File: config.mk
export PLATFORM = sky130hd
export DESIGN_NAME = uart_byte_rx_flat
export DESIGN_NICKNAME = d
export VERILOG_FILES = /design/src/rtl/uart_byte_rx_if.sv /design/src/rtl/uart_byte_rx.sv /design/src/flat_wrapper.sv
export SDC_FILE = /design/constraint.sdc
export NUM_CORES = 1
export LEC_CHECK = 0
export ABC_CLOCK_PERIOD_IN_PS = 2530
export BUFFER_PORTS_ARGS = -buffer_cell sky130_fd_sc_hd__buf_2
export CORE_MARGIN = 10
export CORE_UTILIZATION = 58
export DETAILED_ROUTE_END_ITERATION = 10
export GPL_ROUTABILITY_DRIVEN = 1
export PLACE_DENSITY = 0.78
export SYNTH_ARGS = -nofsm -noshare
export SYNTH_HDL_FRONTEND = slang
export SYNTH_SLANG_ARGS = --single-unit
File: constraint.sdc
create_clock -name clk -period 2.53 [get_ports clk]
set_clock_uncertainty 0.2 [all_clocks]
set_input_delay 0.3795 -clock clk [delete_from_list [all_inputs] [get_ports clk]]
set_output_delay 0.3795 -clock clk [all_outputs]
set_load 0.01 [all_outputs]
File: src/rtl/uart_byte_rx_if.sv
// rtl/uart_byte_rx_if.sv - received-byte valid/ready handshake bundle
interface uart_byte_rx_if;
    logic [7:0] data;
    logic       valid;
    logic       ready;

    modport master (output data, output valid, input ready);
    modport slave  (input data, input valid, output ready);
endinterface

File: src/rtl/uart_byte_rx.sv
// rtl/uart_byte_rx.sv - 8N1 UART receiver with a one-byte valid/ready holding register
module uart_byte_rx #(
    parameter int CLKS_PER_BIT = 868
) (
    input  logic           clk,
    input  logic           rst,
    input  logic           rx,
    uart_byte_rx_if.master bus,
    output logic           frame_err,
    output logic           overrun,
    output logic           busy
);
    localparam int HALF_BIT = CLKS_PER_BIT / 2;
    localparam int CW       = $clog2(CLKS_PER_BIT);
    localparam logic [CW-1:0] BIT_LAST  = CW'(CLKS_PER_BIT - 1);
    localparam logic [CW-1:0] HALF_LAST = CW'(HALF_BIT - 1);

    typedef enum logic [2:0] {IDLE, START, DATA, STOP, BREAK} state_t;

    state_t        state;
    logic [CW-1:0] cnt;
    logic [2:0]    bit_idx;
    logic [7:0]    shreg;
    logic          rx_meta;
    logic          rxs;

    always_ff @(posedge clk or posedge rst) begin
        if (rst) begin
            state     <= IDLE;
            cnt       <= '0;
            bit_idx   <= '0;
            shreg     <= '0;
            rx_meta   <= 1'b1;
            rxs       <= 1'b1;
            bus.data  <= 8'h00;
            bus.valid <= 1'b0;
            frame_err <= 1'b0;
            overrun   <= 1'b0;
            busy      <= 1'b0;
        end else begin
            rx_meta   <= rx;
            rxs       <= rx_meta;
            frame_err <= 1'b0;
            overrun   <= 1'b0;
            if (bus.valid && bus.ready)
                bus.valid <= 1'b0;

            case (state)
                IDLE: begin
                    cnt <= '0;
                    if (!rxs) begin
                        state <= START;
                        busy  <= 1'b1;
                    end
                end
                START: begin
                    if (cnt == HALF_LAST) begin
                        cnt <= '0;
                        if (!rxs) begin
                            state   <= DATA;
                            bit_idx <= '0;
                        end else begin
                            state <= IDLE;
                            busy  <= 1'b0;
                        end
                    end else begin
                        cnt <= cnt + 1'b1;
                    end
                end
                DATA: begin
                    if (cnt == BIT_LAST) begin
                        cnt            <= '0;
                        shreg[bit_idx] <= rxs;
                        if (bit_idx == 3'd7)
                            state <= STOP;
                        else
                            bit_idx <= bit_idx + 1'b1;
                    end else begin
                        cnt <= cnt + 1'b1;
                    end
                end
                STOP: begin
                    // Leaving at mid stop bit lets a directly following start bit be caught.
                    if (cnt == BIT_LAST) begin
                        cnt <= '0;
                        if (rxs) begin
                            state <= IDLE;
                            busy  <= 1'b0;
                            if (!bus.valid || bus.ready) begin
                                bus.data  <= shreg;
                                bus.valid <= 1'b1;
                            end else begin
                                overrun <= 1'b1;
                            end
                        end else begin
                            frame_err <= 1'b1;
                            state     <= BREAK;
                        end
                    end else begin
                        cnt <= cnt + 1'b1;
                    end
                end
                BREAK: begin
                    if (rxs) begin
                        state <= IDLE;
                        busy  <= 1'b0;
                    end
                end
                default: begin
                    state <= IDLE;
                    busy  <= 1'b0;
                end
            endcase
        end
    end
endmodule

File: src/flat_wrapper.sv
// flat-port wrapper written by rule: the top's interface ports become plain ports
module uart_byte_rx_flat 
#(
    parameter int CLKS_PER_BIT = 868
)
  (clk, rst, rx, frame_err, overrun, busy, bus_data, bus_valid, bus_ready);
  uart_byte_rx_if bus_i ();
  input  logic clk;
  input  logic rst;
  input  logic rx;
  output logic frame_err;
  output logic overrun;
  output logic busy;
  output wire logic [$bits(bus_i.data)-1:0] bus_data;
  output wire logic [$bits(bus_i.valid)-1:0] bus_valid;
  input wire logic [$bits(bus_i.ready)-1:0] bus_ready;
  assign bus_data = bus_i.data;
  assign bus_valid = bus_i.valid;
  assign bus_i.ready = bus_ready;
  uart_byte_rx #(.CLKS_PER_BIT(CLKS_PER_BIT)) u_core (.clk(clk), .rst(rst), .rx(rx), .bus(bus_i), .frame_err(frame_err), .overrun(overrun), .busy(busy));
endmodule
==> flow_summary.json <==
{
  "syn-instance-count": 164,
  "post_cts.resized_instances": 0,
  "via_count_of_the_first_global_routing_pass": 1297,
  "critical_path_cell_by_cell": "ha_1 > and4bb_2 > nand4_2 > nor4_1 > mux2_2",
  "critical_path_class": "flop to flop",
  "first_iter_violations": 119,
  "grt_start_max_net_pins": 39,
  "synthesis.area_per_instance_um2": 11.60,
  "clockRootBuffer": "sky130_fd_sc_hd__clkbuf_4",
  "synthesis.nets": 172,
  "initial_antenna_violation_count": 0,
  "final_cells": 229,
  "ys_seq_area_share_pct": 50.13,
  "timing.fmax_mhz": 464.8,
  "holdWs_ns": 0.1619,
  "cts_buffers": 5,
  "grt.total_usage_pct": 12.11,
  "setup_viol_count_final": 0,
  "clkSinkCount": 38,
  "critical_path.top_delay_family": "simple AND/OR/NAND/NOR gates",
  "worstSkewPairLatency_ns": 0.36,
  "status": "finished clean",
  "grt_overflow_total": 0,
  "finalCritPeriodShare_pct": 85.03,
  "synth-edff-count": 0,
  "io_pins": 16,
  "cp.arrival_ns": 2.20,
  "drt_wl_total_um": 3365,
  "placed_cells": 219,
  "setup_total_neg_slack_ns": 0,
  "num_antenna_cells": 0,
  "placementRows": 20,
  "initial_utilization_pct": 61.29,
  "rsz0062_at_grt": "no",
  "tightestPinTransition_ns": 0.4735,
  "port_buffers": 15,
  "worst-endpoint-required_ns": 2.57,
  "wire_per_inst_um": 14.69,
  "crit_buf_inv": 0,
  "synth.ff_latch_count": 38,
  "finalCriticalPeriod_ns": 2.151,
  "nNetsFinal": 192,
  "final_number_of_max_transition_violations": 0,
  "gp_congestion": 0.8452,
  "grt_first_pass_wirelength_um": 5989,
  "filler_cell_count": 254,
  "synthesis.yosys.warnings": 0,
  "ys_dominant_reg_cell": "sky130_fd_sc_hd__dfrtp_1",
  "max-vdd-ir-drop_mv": 0.3819,
  "drc": 0,
  "critical_path_fanout_max": 8,
  "synth_cell_type_count": 41,
  "overall_die_area_um2": 5969,
  "worst_path_max_delay_cell": "sky130_fd_sc_hd__dfrtp_1",
  "hpwl_um": 2359,
  "slowest_delay_ns": 0.44,
  "crit_path_end_kind": "flop",
  "hold_viol": 0,
  "synth_area_um2": 1902,
  "final_cell_mix": "sky130_fd_sc_hd__dfrtp_1 (36), sky130_fd_sc_hd__nand2_1 (16), sky130_fd_sc_hd__buf_2 (15), sky130_fd_sc_hd__nor2_1 (13), sky130_fd_sc_hd__mux2_4 (8)",
  "max-clock-path-buffers": 2,
  "dr_vias": 1268,
  "critPathLaunchType": "flop",
  "power_density_nw_per_um2": 484.4,
  "maxSlewHeadroom_pct": 68.43,
  "chipWidth_um": 77.26,
  "leakage_uw": 0.0009906,
  "most_common_library_cell_in_the_layout_ignoring_fill_and_taps": "sky130_fd_sc_hd__dfrtp_1",
  "route.detailed.vias_per_inst": 5.537,
  "max-cap-violations": 0,
  "area_delta_synth_final_pct": 10.46,
  "min-delay-path-class": "flop to flop",
  "post-route-util_pct": 67.70,
  "detail_route.first_pass.iterations": 4,
  "tritoncts": "yes",
  "die_height_um": 77.26,
  "cts.htree.levels": 2,
  "area_of_the_core_um2": 3103,
  "clkSlewWorstSetupHoldPaths_ns": 0.12,
  "synthArstFlopShare_pct": 100.0,
  "drive_above_1_share_pct": 27.57,
  "final_antenna_net_count": 0
}
## final timing paths
| path | start | endpoint | slack [ns] | cells past startpoint |
|---|---|---|---|---|
| worst max register to register | u_core.cnt[0] | u_core.shreg[0] | 0.38 | 5 |
| worst min register to register | u_core.rx_meta | u_core.rxs | 0.16 | 0 |
| min in group asynchronous | rst | u_core.bit_idx[0] | 0.45 | 4 |
| worst min-delay path | u_core.rx_meta | u_core.rxs | 0.16 | 0 |
| worst max-delay path | u_core.cnt[0] | u_core.shreg[0] | 0.38 | 5 |
| max in group asynchronous | rst | u_core.rx_meta | 1.31 | 4 |
## per-layer routing
layer,vias to the layer above,share of wire [%],global-route usage [%]
li1,628,-,-
met2,34,45,17.14
met5,-,0,0
met4,0,1.9,5.839
met3,8,7.0,5.128
met1,598,46,15.38
## registers in the layout (all words and copies together), names as in the netlist
register / flops
u_core.cnt: 10
u_core.bus.data: 8
u_core.shreg: 8
u_core.bit_idx: 3
u_core.state: 3
u_core.bus.valid: 1
u_core.busy: 1
u_core.frame_err: 1
u_core.overrun: 1
u_core.rx_meta: 1
u_core.rxs: 1
## Yosys cell counts (5+ instances only)
cell type | instances | area, um2
sky130_fd_sc_hd__xnor2_1 | 5 | 43.79
sky130_fd_sc_hd__dfrtp_1 | 36 | 900.9
sky130_fd_sc_hd__nand3_1 | 6 | 30.03
sky130_fd_sc_hd__nand2_1 | 16 | 60.06
sky130_fd_sc_hd__nor2_1 | 13 | 48.80
sky130_fd_sc_hd__nor4_1 | 7 | 43.79
sky130_fd_sc_hd__mux2_2 | 7 | 78.83
sky130_fd_sc_hd__nor3_1 | 5 | 25.02
sky130_fd_sc_hd__mux2_4 | 8 | 120.1
sky130_fd_sc_hd__inv_1 | 6 | 22.52
sky130_fd_sc_hd__nor2b_1 | 5 | 31.28
## worst register-to-register path, cell delays in order, from the launching register on
cell                       delay (ns)
sky130_fd_sc_hd__dfrtp_1         0.44
sky130_fd_sc_hd__ha_1            0.20
sky130_fd_sc_hd__and4bb_2        0.31
sky130_fd_sc_hd__nand4_2         0.22
sky130_fd_sc_hd__nor4_1          0.30
sky130_fd_sc_hd__mux2_2          0.37
## power by group
group	total, uW	internal [uW]	leakage, uW	switching [uW]
clock	385	190	0.0000446	195
combinational	18.9	5.71	0.000442	13.2
sequential	613	610	0.000504	3.43
total	1020	806	0.000991	212
## through the flow
step	worst slack [ns]	total power (uW)	instance area [um2]
after floorplan	0.6200	634.8	1902
after global placement	0.4781	641.6	2002
after detailed placement	0.4134	642.8	2002
after CTS	0.3905	1029	2101
after global routing	0.2143	1064	2101
final	0.3786	1018	2101
## timing repair
action / 4_1_cts / 5_1_grt
endpoints found under the hold margin: 37 / 0
hold buffers: 2 / 0
buffers inserted: 0 / 0
## cells by family after synthesis
group / Yosys count / share of synthesized area [%]
and+or+nand+nor: 68 / 20.99
DFF: 38 / 50.13
muxes: 20 / 13.16
AOI/OAI and AO/OA: 15 / 6.316
buffers and inverters: 12 / 3.552
xor gates and xnor gates: 7 / 3.224
adders and majority gates: 4 / 2.632
## cell type report
type,count,area [um2],share of cell area [%]
Inverter,6,22.52,1.072
Timing Repair Buffer,19,110.1,5.241
Sequential cell,38,953.4,45.38
Multi-Input combinational cell,114,880.8,41.93
Tap cell,44,55.05,2.621
Clock buffer,8,78.83,3.752
Note: power is estimated with default switching activity, not from simulation.
